### src/rtl/param_core_if.sv
// Instruction and data-memory bus of param_core, grouped for port hookup.
// Carries the instruction valid/ready handshake and the memory request/ack port.
// Modport master: feeder + memory model side. Modport slave: the core.
//   instruction[15:0], instr_valid, instr_ready : instruction handshake
//   mem_req, mem_we, mem_addr, mem_wdata         : memory request, held until ack
//   mem_ack, mem_rdata                           : memory completion, load data
interface param_core_if #(
  parameter int DATA_W = 16,
  parameter int ADDR_W = 16
);
  logic [15:0]       instruction;
  logic              instr_valid;
  logic              instr_ready;
  logic              mem_req;
  logic              mem_we;
  logic [ADDR_W-1:0] mem_addr;
  logic [DATA_W-1:0] mem_wdata;
  logic              mem_ack;
  logic [DATA_W-1:0] mem_rdata;

  modport master (
    output instruction, instr_valid,
    input  instr_ready,
    input  mem_req, mem_we, mem_addr, mem_wdata,
    output mem_ack, mem_rdata
  );

  modport slave (
    input  instruction, instr_valid,
    output instr_ready,
    output mem_req, mem_we, mem_addr, mem_wdata,
    input  mem_ack, mem_rdata
  );
endinterface

### src/rtl/param_core.sv
// Multi-cycle 8-register processor with DATA_W-wide datapath, external data memory.
// Latency: ALU/MVI done 3 cycles after handshake; load/store 3 + memory wait cycles.
// Backpressure: instr_ready only in IDLE with run=1; run=0 freezes all states but MEM.
// Ports: clk, reset (async active-low), run, bus (param_core_if.slave: instruction
//   handshake + memory request/ack), dbg_sel/dbg_reg (combinational register peek),
//   reg_c_out (result register), done (retire pulse), busy (state != IDLE).
// Instruction: [15:13] Rx, [12:10] Ry, [12:5] imm8, [4:2] sel, [1:0] format
//   format 0 = ALU Rx,Ry; 1 = ALU Rx,imm8; 2 = MVI Rx,imm8; 3 = memory (sel[0]=1 store).
// Optional: define CORE_DPI_CHECK_EN to cross-check ALU results against an
//   independent reference model (simulation only, DATA_W <= 32). Undefined by default.
module param_core #(
  parameter int DATA_W = 16,
  parameter int ADDR_W = 16
) (
  input  logic              clk,
  input  logic              reset,
  input  logic              run,
  param_core_if.slave       bus,
  input  logic [2:0]        dbg_sel,
  output logic [DATA_W-1:0] dbg_reg,
  output logic [DATA_W-1:0] reg_c_out,
  output logic              done,
  output logic              busy
);
  localparam int SHAMT_W = $clog2(DATA_W);

  typedef enum logic [2:0] {IDLE, READ, EXEC, MEM, WB} state_t;

  state_t            state;
  logic [15:0]       reg_i;
  logic [DATA_W-1:0] reg_s;
  logic [DATA_W-1:0] operand;
  logic [DATA_W-1:0] reg_c;
  logic [DATA_W-1:0] regs [8];
  logic              mem_req_q;
  logic              mem_we_q;
  logic [ADDR_W-1:0] mem_addr_q;
  logic [DATA_W-1:0] mem_wdata_q;

  logic [2:0]        rx;
  logic [2:0]        ry;
  logic [2:0]        sel;
  logic [1:0]        fmt;
  logic [DATA_W-1:0] imm_ext;

  assign rx      = reg_i[15:13];
  assign ry      = reg_i[12:10];
  assign sel     = reg_i[4:2];
  assign fmt     = reg_i[1:0];
  assign imm_ext = DATA_W'(reg_i[12:5]);

  function automatic logic [DATA_W-1:0] alu(input logic [DATA_W-1:0] a,
                                            input logic [DATA_W-1:0] b,
                                            input logic [2:0]        op);
    logic [DATA_W-1:0] r;
    case (op)
      3'd0:    r = a + b;
      3'd1:    r = a - b;
      3'd2:    r = a & b;
      3'd3:    r = a | b;
      3'd4:    r = a ^ b;
      3'd5:    r = a << b[SHAMT_W-1:0];
      3'd6:    r = a >> b[SHAMT_W-1:0];
      default: r = (a < b) ? DATA_W'(1) : DATA_W'(0);
    endcase
    return r;
  endfunction

  assign bus.instr_ready = run && (state == IDLE) && reset;
  assign bus.mem_req     = mem_req_q;
  assign bus.mem_we      = mem_we_q;
  assign bus.mem_addr    = mem_addr_q;
  assign bus.mem_wdata   = mem_wdata_q;
  assign dbg_reg         = regs[dbg_sel];
  assign reg_c_out       = reg_c;
  assign busy            = (state != IDLE);

  always_ff @(posedge clk or negedge reset) begin
    if (!reset) begin
      state       <= IDLE;
      reg_i       <= '0;
      reg_s       <= '0;
      operand     <= '0;
      reg_c       <= '0;
      mem_req_q   <= 1'b0;
      mem_we_q    <= 1'b0;
      mem_addr_q  <= '0;
      mem_wdata_q <= '0;
      done        <= 1'b0;
      for (int i = 0; i < 8; i++) regs[i] <= '0;
    end else begin
      done <= 1'b0;
      case (state)
        IDLE: begin
          if (run && bus.instr_valid) begin
            reg_i <= bus.instruction;
            state <= READ;
          end
        end
        READ: begin
          if (run) begin
            reg_s   <= regs[rx];
            operand <= (fmt == 2'd1 || fmt == 2'd2) ? imm_ext : regs[ry];
            if (fmt == 2'd3) begin
              // Memory outputs are registered on entry so they are valid in the
              // first MEM cycle and stay put until the ack.
              mem_req_q   <= 1'b1;
              mem_we_q    <= reg_i[2];
              mem_addr_q  <= ADDR_W'(regs[ry]);
              mem_wdata_q <= regs[rx];
              state       <= MEM;
            end else begin
              state <= EXEC;
            end
          end
        end
        EXEC: begin
          if (run) begin
            reg_c <= (fmt == 2'd2) ? operand : alu(reg_s, operand, sel);
            state <= WB;
          end
        end
        MEM: begin
          // A started transaction finishes even with run low.
          if (bus.mem_ack) begin
            mem_req_q <= 1'b0;
            mem_we_q  <= 1'b0;
            if (!reg_i[2]) reg_c <= bus.mem_rdata;
            state <= WB;
          end
        end
        WB: begin
          if (run) begin
            if (!(fmt == 2'd3 && reg_i[2])) regs[rx] <= reg_c;
            done  <= 1'b1;
            state <= IDLE;
          end
        end
        default: state <= IDLE;
      endcase
    end
  end

`ifdef CORE_DPI_CHECK_EN
  function automatic int ref_alu(input int a, input int b, input int op);
    int unsigned ua;
    int unsigned ub;
    ua = a;
    ub = b;
    case (op)
      0:       return int'(ua + ub);
      1:       return int'(ua - ub);
      2:       return int'(ua & ub);
      3:       return int'(ua | ub);
      4:       return int'(ua ^ ub);
      5:       return int'(ua << (ub % DATA_W));
      6:       return int'(ua >> (ub % DATA_W));
      default: return (ua < ub) ? 1 : 0;
    endcase
  endfunction

  int                ref_res;
  logic [DATA_W-1:0] rtl_res;

  always @(posedge clk) begin
    if (reset && run && state == EXEC && !reg_i[1]) begin
      ref_res = ref_alu(int'(reg_s), int'(operand), int'(sel));
      rtl_res = alu(reg_s, operand, sel);
      if (DATA_W'(ref_res) !== rtl_res)
        $error("ALU check: reg_i=%h reg_s=%h operand=%h sel=%0d ref=%h rtl=%h",
               reg_i, reg_s, operand, sel, DATA_W'(ref_res), rtl_res);
    end
  end
`endif
endmodule

### src/flat_wrapper.sv
// flat-port wrapper written by rule: the top's interface ports become plain ports
module param_core_flat 
#(
  parameter int DATA_W = 16,
  parameter int ADDR_W = 16
)
  (clk, reset, run, dbg_sel, dbg_reg, reg_c_out, done, busy, bus_instruction, bus_instr_valid, bus_instr_ready, bus_mem_req, bus_mem_we, bus_mem_addr, bus_mem_wdata, bus_mem_ack, bus_mem_rdata);
  param_core_if #(.DATA_W(DATA_W), .ADDR_W(ADDR_W)) bus_i ();
  input  logic clk;
  input  logic reset;
  input  logic run;
  input  logic [2:0] dbg_sel;
  output logic [DATA_W-1:0] dbg_reg;
  output logic [DATA_W-1:0] reg_c_out;
  output logic done;
  output logic busy;
  input wire logic [$bits(bus_i.instruction)-1:0] bus_instruction;
  input wire logic [$bits(bus_i.instr_valid)-1:0] bus_instr_valid;
  output wire logic [$bits(bus_i.instr_ready)-1:0] bus_instr_ready;
  output wire logic [$bits(bus_i.mem_req)-1:0] bus_mem_req;
  output wire logic [$bits(bus_i.mem_we)-1:0] bus_mem_we;
  output wire logic [$bits(bus_i.mem_addr)-1:0] bus_mem_addr;
  output wire logic [$bits(bus_i.mem_wdata)-1:0] bus_mem_wdata;
  input wire logic [$bits(bus_i.mem_ack)-1:0] bus_mem_ack;
  input wire logic [$bits(bus_i.mem_rdata)-1:0] bus_mem_rdata;
  assign bus_i.instruction = bus_instruction;
  assign bus_i.instr_valid = bus_instr_valid;
  assign bus_instr_ready = bus_i.instr_ready;
  assign bus_mem_req = bus_i.mem_req;
  assign bus_mem_we = bus_i.mem_we;
  assign bus_mem_addr = bus_i.mem_addr;
  assign bus_mem_wdata = bus_i.mem_wdata;
  assign bus_i.mem_ack = bus_mem_ack;
  assign bus_i.mem_rdata = bus_mem_rdata;
  param_core #(.DATA_W(DATA_W), .ADDR_W(ADDR_W)) u_core (.clk(clk), .reset(reset), .run(run), .bus(bus_i), .dbg_sel(dbg_sel), .dbg_reg(dbg_reg), .reg_c_out(reg_c_out), .done(done), .busy(busy));
endmodule
### config.mk
export PLATFORM = sky130hd
export DESIGN_NAME = param_core_flat
export DESIGN_NICKNAME = d
export VERILOG_FILES = /design/src/rtl/param_core_if.sv /design/src/rtl/param_core.sv /design/src/flat_wrapper.sv
export SDC_FILE = /design/constraint.sdc
export NUM_CORES = 1
export LEC_CHECK = 0
export BUFFER_PORTS_ARGS = -buffer_cell sky130_fd_sc_hd__buf_4
export CAP_MARGIN = 20
export CORE_UTILIZATION = 25
export DETAILED_ROUTE_END_ITERATION = 6
export PLACE_DENSITY_LB_ADDON = 0.3
export SLEW_MARGIN = 20
export SYNTH_ARGS = -nofsm -noshare
export SYNTH_HDL_FRONTEND = slang
export SYNTH_SLANG_ARGS = --single-unit
### constraint.sdc
create_clock -name clk -period 3.55 [get_ports clk]
set_input_delay 0.1775 -clock clk [delete_from_list [all_inputs] [get_ports clk]]
set_output_delay 0.1775 -clock clk [all_outputs]
set_load 0.02 [all_outputs]
# Yosys cells after proc, flatten, opt, wreduce, memory -nomap -nowiden
# Index checks and enable logic that the tools add are counted.
# word_totals
reg_bits	230
latchBits	0
mem_bits_rw	0
rom_bits	0
inputBits	40
out_inout_bits	69
elab_cells	108
memories	0
# op_classes
add_sub_neg	2
n_mul	0
div_mod_pow	0
order_cmp	5
n_eq_ne	20
shift	2
n_mux	36
bitwise_logic	7
reduce_logical	18
# ops
cell	count
$mux W16	12
$bmux W16 S3	3
$bwmux W128	1
$pmux W16 S7	1
$demux W16 S3	1
$pmux W16 S2	1
$add A16 B16 Y16	1
$and A16 B16 Y16	1
$lt A16 B16 Y1	1
$or A16 B16 Y16	1
$shl A16 B4 Y16	1
$shr A16 B4 Y16	1
$sub A16 B16 Y16	1
$xor A16 B16 Y16	1
$mux W3	5
$pmux W3 S5	1
$eq A3 B2 Y1 const B	4
$eq A3 B3 Y1 const B	4
$ge A4 B4 Y1 const B	3
$ne A2 B2 Y1 const B	6
$not A3 Y4	3
$mux W1	9
$reduce_and A4 Y1	2
$eq A3 B1 Y1 const B	2
other kinds (14)	24

# Logic depth before layout (Yosys ltp)
# logic_depth
ltp_word	6
mapped_depth	11
ltp_nobuf	10

# Worst setup path after synthesis
# Ideal clock, no wire load.
# synth_timing
kind	register to register
from	reg u_core.operand[2]
to	reg u_core.reg_c[9] (netlist: u_core.reg_c_out[9])
setup_ps	124
arrival_time_ps	2757
t_required_ps	3426
path_slack_ps	669
path_stages_with_launch	10
n_path_buf	1
synth_period_minus_slack_ps	2881
path_cell_list	dfrtp_1 inv_1 buf_1 ha_1 or4_4 a21oi_2 a41oi_1 mux2_4 a221oi_2 o21ai_1
# synth_between
elab_chain_len	5
elab_cells_between_ends	8
classes_between	add/sub: 2; shift: 2; mux: 4
# synth_rtl
item	line	text
start, declared	param_core.sv:32	logic [DATA_W-1:0] operand;
start signal, assigned	param_core.sv:103	operand <= (fmt == 2'd1 || fmt == 2'd2) ? imm_ext : regs[ry];
$sub A16 B16 Y16 (tied with other cells)	param_core.sv:58	3'd1: r = a - b;
$pmux W16 S7 *	param_core.sv:56	case (op)
$mux W16 *	param_core.sv:119	reg_c <= (fmt == 2'd2) ? operand : alu(reg_s, operand, sel);
$mux W16 *	param_core.sv:118	if (run) begin
$pmux W16 S2 *	param_core.sv:93	case (state)
end signal, assigned	param_core.sv:119	
end signal, assigned	param_core.sv:128	if (!reg_i[2]) reg_c <= bus.mem_rdata;
end, declared	param_core.sv:33	logic [DATA_W-1:0] reg_c;
# Mark *: on every way between the ends. The rest lies on a longest branch, timed or not. The select of a mux whose other input is x is not followed.
# A chain may end at the register's enable or synchronous reset.

# Worst setup path after layout
# layout_timing
from	reg u_core.operand[3]
to	reg u_core.reg_c[0] (netlist: u_core.reg_c_out[0])
# layout_between
elab_chain_len	6
elab_cells_between_ends	8
classes_between	order compare: 1; shift: 2; mux: 5
# layout_rtl
item	line	text
$lt A16 B16 Y1	param_core.sv:64	default: r = (a < b) ? DATA_W'(1) : DATA_W'(0);
$mux W1	param_core.sv:64	
$pmux W16 S7 *	param_core.sv:56	
$mux W16 *	param_core.sv:119	
$mux W16 *	param_core.sv:118	
$pmux W16 S2 *	param_core.sv:93	
# Marks and branches as above.

==> flow_summary.ini <==
[timing]
setup_slack_ps = 467
finalMaxSlewViolations = 0
max_freq_ghz = 0.324
max-slew-margin-rel_pct = 40.5
fin_skew_ps = 16.2
rsz0062_at_grt = no
tightest_slew_ps = 892
setup_viol = 0
hold_viol = 0
fin_crit_ps = 3080
min_period_over_period_pct = 86.8
tns_ps = 0

[worst_setup_path]
start_kind = flop
slowest_delay_ps = 580
crit_fanout = 13
endpoint_kind = flop
worstSetupPathType = reg -> reg
crit_required_ps = 3980
worstPathArrival_ps = 3520
cp_cell_sequence = inv_1 -> ha_1 -> or3_1 -> o211ai_1 -> o2bb2ai_1 -> a21oi_1 -> o31ai_1 -> a41oi_1
cp_slowest_cell = dfrtp_1

[clock_network]
clk_latency_ps = 580
htreeDepth = 1
cts_root_buffer = clkbuf_16
cts_num_sinks = 230
clk_pin_slew_worst_paths_ps = 60
cts_tree = yes
cts-buffers-inserted = 29
cts_resized = 0
cts.path.max_buffers = 3

[yosys]
synth_xor_area_share_pct = 0.505
synth_compound_area_share_pct = 15.1
synthAdderAreaFrac_pct = 4.59
syn_avg_cell_area_um2 = 10.6
syn_nets = 1566
syn_inst = 1470
synth_top_family_by_area = multiplexers
synthArstFlopShare_pct = 100
synthMuxAreaShare_pct = 28.9
yosysWarnings = 0
yosys.area_share.simple_pct = 9.52
syn-cell-area_um2 = 15600
ys_seq_area_share_pct = 36.9
synth_seq_cells = 230
synth_edf_count = 0
ys.flop_type = dfrtp_1
synth.distinct_cells = 80

[drt]
routed_wl_mm = 60.9
ant_nets = 0
drt_iter0_markers = 1226
drtPass1Iterations = 6
vias = 13200
viasPerCell = 5.42
routed-wl-met2_mm = 28.7
top_layer = met4
drc_errors = 0
wl_per_cell_um = 25.0
wl_met1_mm = 25.8
route.met3.wl_mm = 4.28

[finish]
drive_gt1_share_pct = 31.0
fin_nets = 1681
fillers = 6398
final_common_cell = dfrtp_1
area_growth_pct = 20.0
design_area_um2 = 18700
antenna_cells = 0
fin_cells = 2441
layout_common_cells = dfrtp_1 (227), mux2_2 (181), buf_4 (168)

[die]
top_level_ports = 109
fp.dieW_um = 252
fp.coreArea_um2 = 61700
dieArea_um2 = 63400
core.rowCount = 91
start_util_pct = 25.3
die_y_um = 252

[power_and_ir_drop]
power_density_nw_per_um2 = 977
irDropWorstVdd_mv = 0.475
p_leak_nw = 8.10

[grt]
grt_pass1_vias = 13200
antenna_found_initial = 1
grt_pass1_wl_mm = 89.7
grt_usage_pct = 18.9
grt_max_degree = 105
globalRouteOverflowTotal = 0

[place]
post-place-ws_ps = 520
place.gp.congestion = 0.981
io_buffers = 108
dpl_cell_area_um2 = 17500
place_hpwl_mm = 44.4
dp.cells = 2362

[flow_run]
cap_viol_max_count = 0

[worst_hold_path]
min_path_type = in -> reg

[run_status]
status = finished, final reports clean
[synthesized netlist by cell type (3+ instances only)]
master,count,area [um^2]
nand3b_1,7,52.6
a21oi_1,75,375
a21o_1,10,75.1
nand2_1,127,477
nor3b_1,3,22.5
or2_2,4,25.0
ha_1,54,676
a31oi_1,9,56.3
o21ai_0,86,430
o311ai_0,4,35.0
nor4_1,6,37.5
nand3_1,27,135
o21bai_1,3,22.5
mux2i_1,58,581
nor3_1,24,120
a22oi_1,13,97.6
a2111oi_0,3,26.3
a211o_1,4,35.0
o31ai_1,3,22.5
a221oi_1,40,350
and3_1,10,62.6
xnor2_1,7,61.3
nor2_1,72,270
mux2_2,181,2040
clkbuf_1,73,274
a211oi_1,10,75.1
mux4_2,83,1870
buf_1,11,41.3
buf_4,3,22.5
nor2b_1,13,81.3
or3_1,4,25.0
o22ai_1,31,194
a22o_1,8,70.1
o211ai_1,23,173
dfrtp_1,230,5760
o21a_1,5,37.5
nand2b_1,9,56.3
and2_1,3,18.8
buf_2,27,135
inv_1,58,218
[final cells by class]
| class | instances | area [um^2] | share of cell area, % |
|---|---|---|---|
| Multi-Input combinational cell | 1065 | 9150 | 48.8 |
| Inverter | 59 | 221 | 1.18 |
| Clock buffer | 42 | 825 | 4.40 |
| Tap cell | 837 | 1050 | 5.59 |
| Timing Repair Buffer | 200 | 1610 | 8.58 |
| Sequential cell | 230 | 5760 | 30.8 |
| Clock inverter | 8 | 121 | 0.648 |
[power breakdown]
part	internal [mW]	total [mW]	switching (mW)
clock	1.81	3.00	1.20
combinational	4.16	10.1	5.95
sequential	3.59	5.18	1.59
total	9.56	18.3	8.73
[cells by family (layout without fill, tap and decap cells)]
family	Yosys count	in the layout
and+or+nand+nor	320	320
AOI/OAI and AO/OA	357	357
xor gates and xnor gates	9	9
muxes	323	323
buffers and inverters	175	309
DFF	230	230
adders and majority gates	56	56
[critical path: cells and delay by family, from the launching register on]
family,cells,cell delay (ps)
adders and majority gates,1,460
buffers and inverters,1,230
and+or+nand+nor,1,340
DFF,1,580
AOI/OAI and AO/OA,5,1330
[registers in the layout, summed over array words and instances, names as in the netlist]
name and cells:
u_core.regs 128, u_core.bus.mem_addr 16, u_core.bus.mem_wdata 16, u_core.operand 16, u_core.reg_c_out 16, u_core.reg_i 16
u_core.reg_s 16, u_core.state 3, u_core.bus.mem_req 1, u_core.bus.mem_we 1, u_core.done 1
[routing by layer]
layer | track usage [%] | vias up
li1 | - | 5758
met1 | 25.0 | 6794
met2 | 30.9 | 560
met3 | 3.34 | 116
met4 | 6.86 | 0
met5 | 0 | -
[metrics by stage]
stage	power, mW	util (%)	hold slack (ps)
after floorplan	11.2	-	-118
after global placement	15.1	28.3	322
after detailed placement	15.1	28.3	320
after CTS	18.2	30.3	2.40
after global routing	19.3	30.3	17.5
final	18.3	30.3	27.5
[what timing repair did]
action	4_1_cts	5_1_grt
hold buffers	29	0
buffers inserted	0	0
hold endpoints to repair	127	0
[worst paths after layout]
path	startpoint	endpoint	slack, ps	cells past startpoint
max	u_core.operand[3]	u_core.reg_c_out[0]	470	8
min	bus_mem_rdata[11]	u_core.reg_c_out[11]	30	3
max reg2reg	u_core.operand[3]	u_core.reg_c_out[0]	470	8
min reg2reg	u_core.bus.mem_addr[15]	u_core.bus.mem_addr[15]	480	2
max in group asynchronous	reset	u_core.regs[38]	2160	3
min in group asynchronous	reset	u_core.regs[83]	260	2
Note: power is estimated with default switching activity, not from simulation.
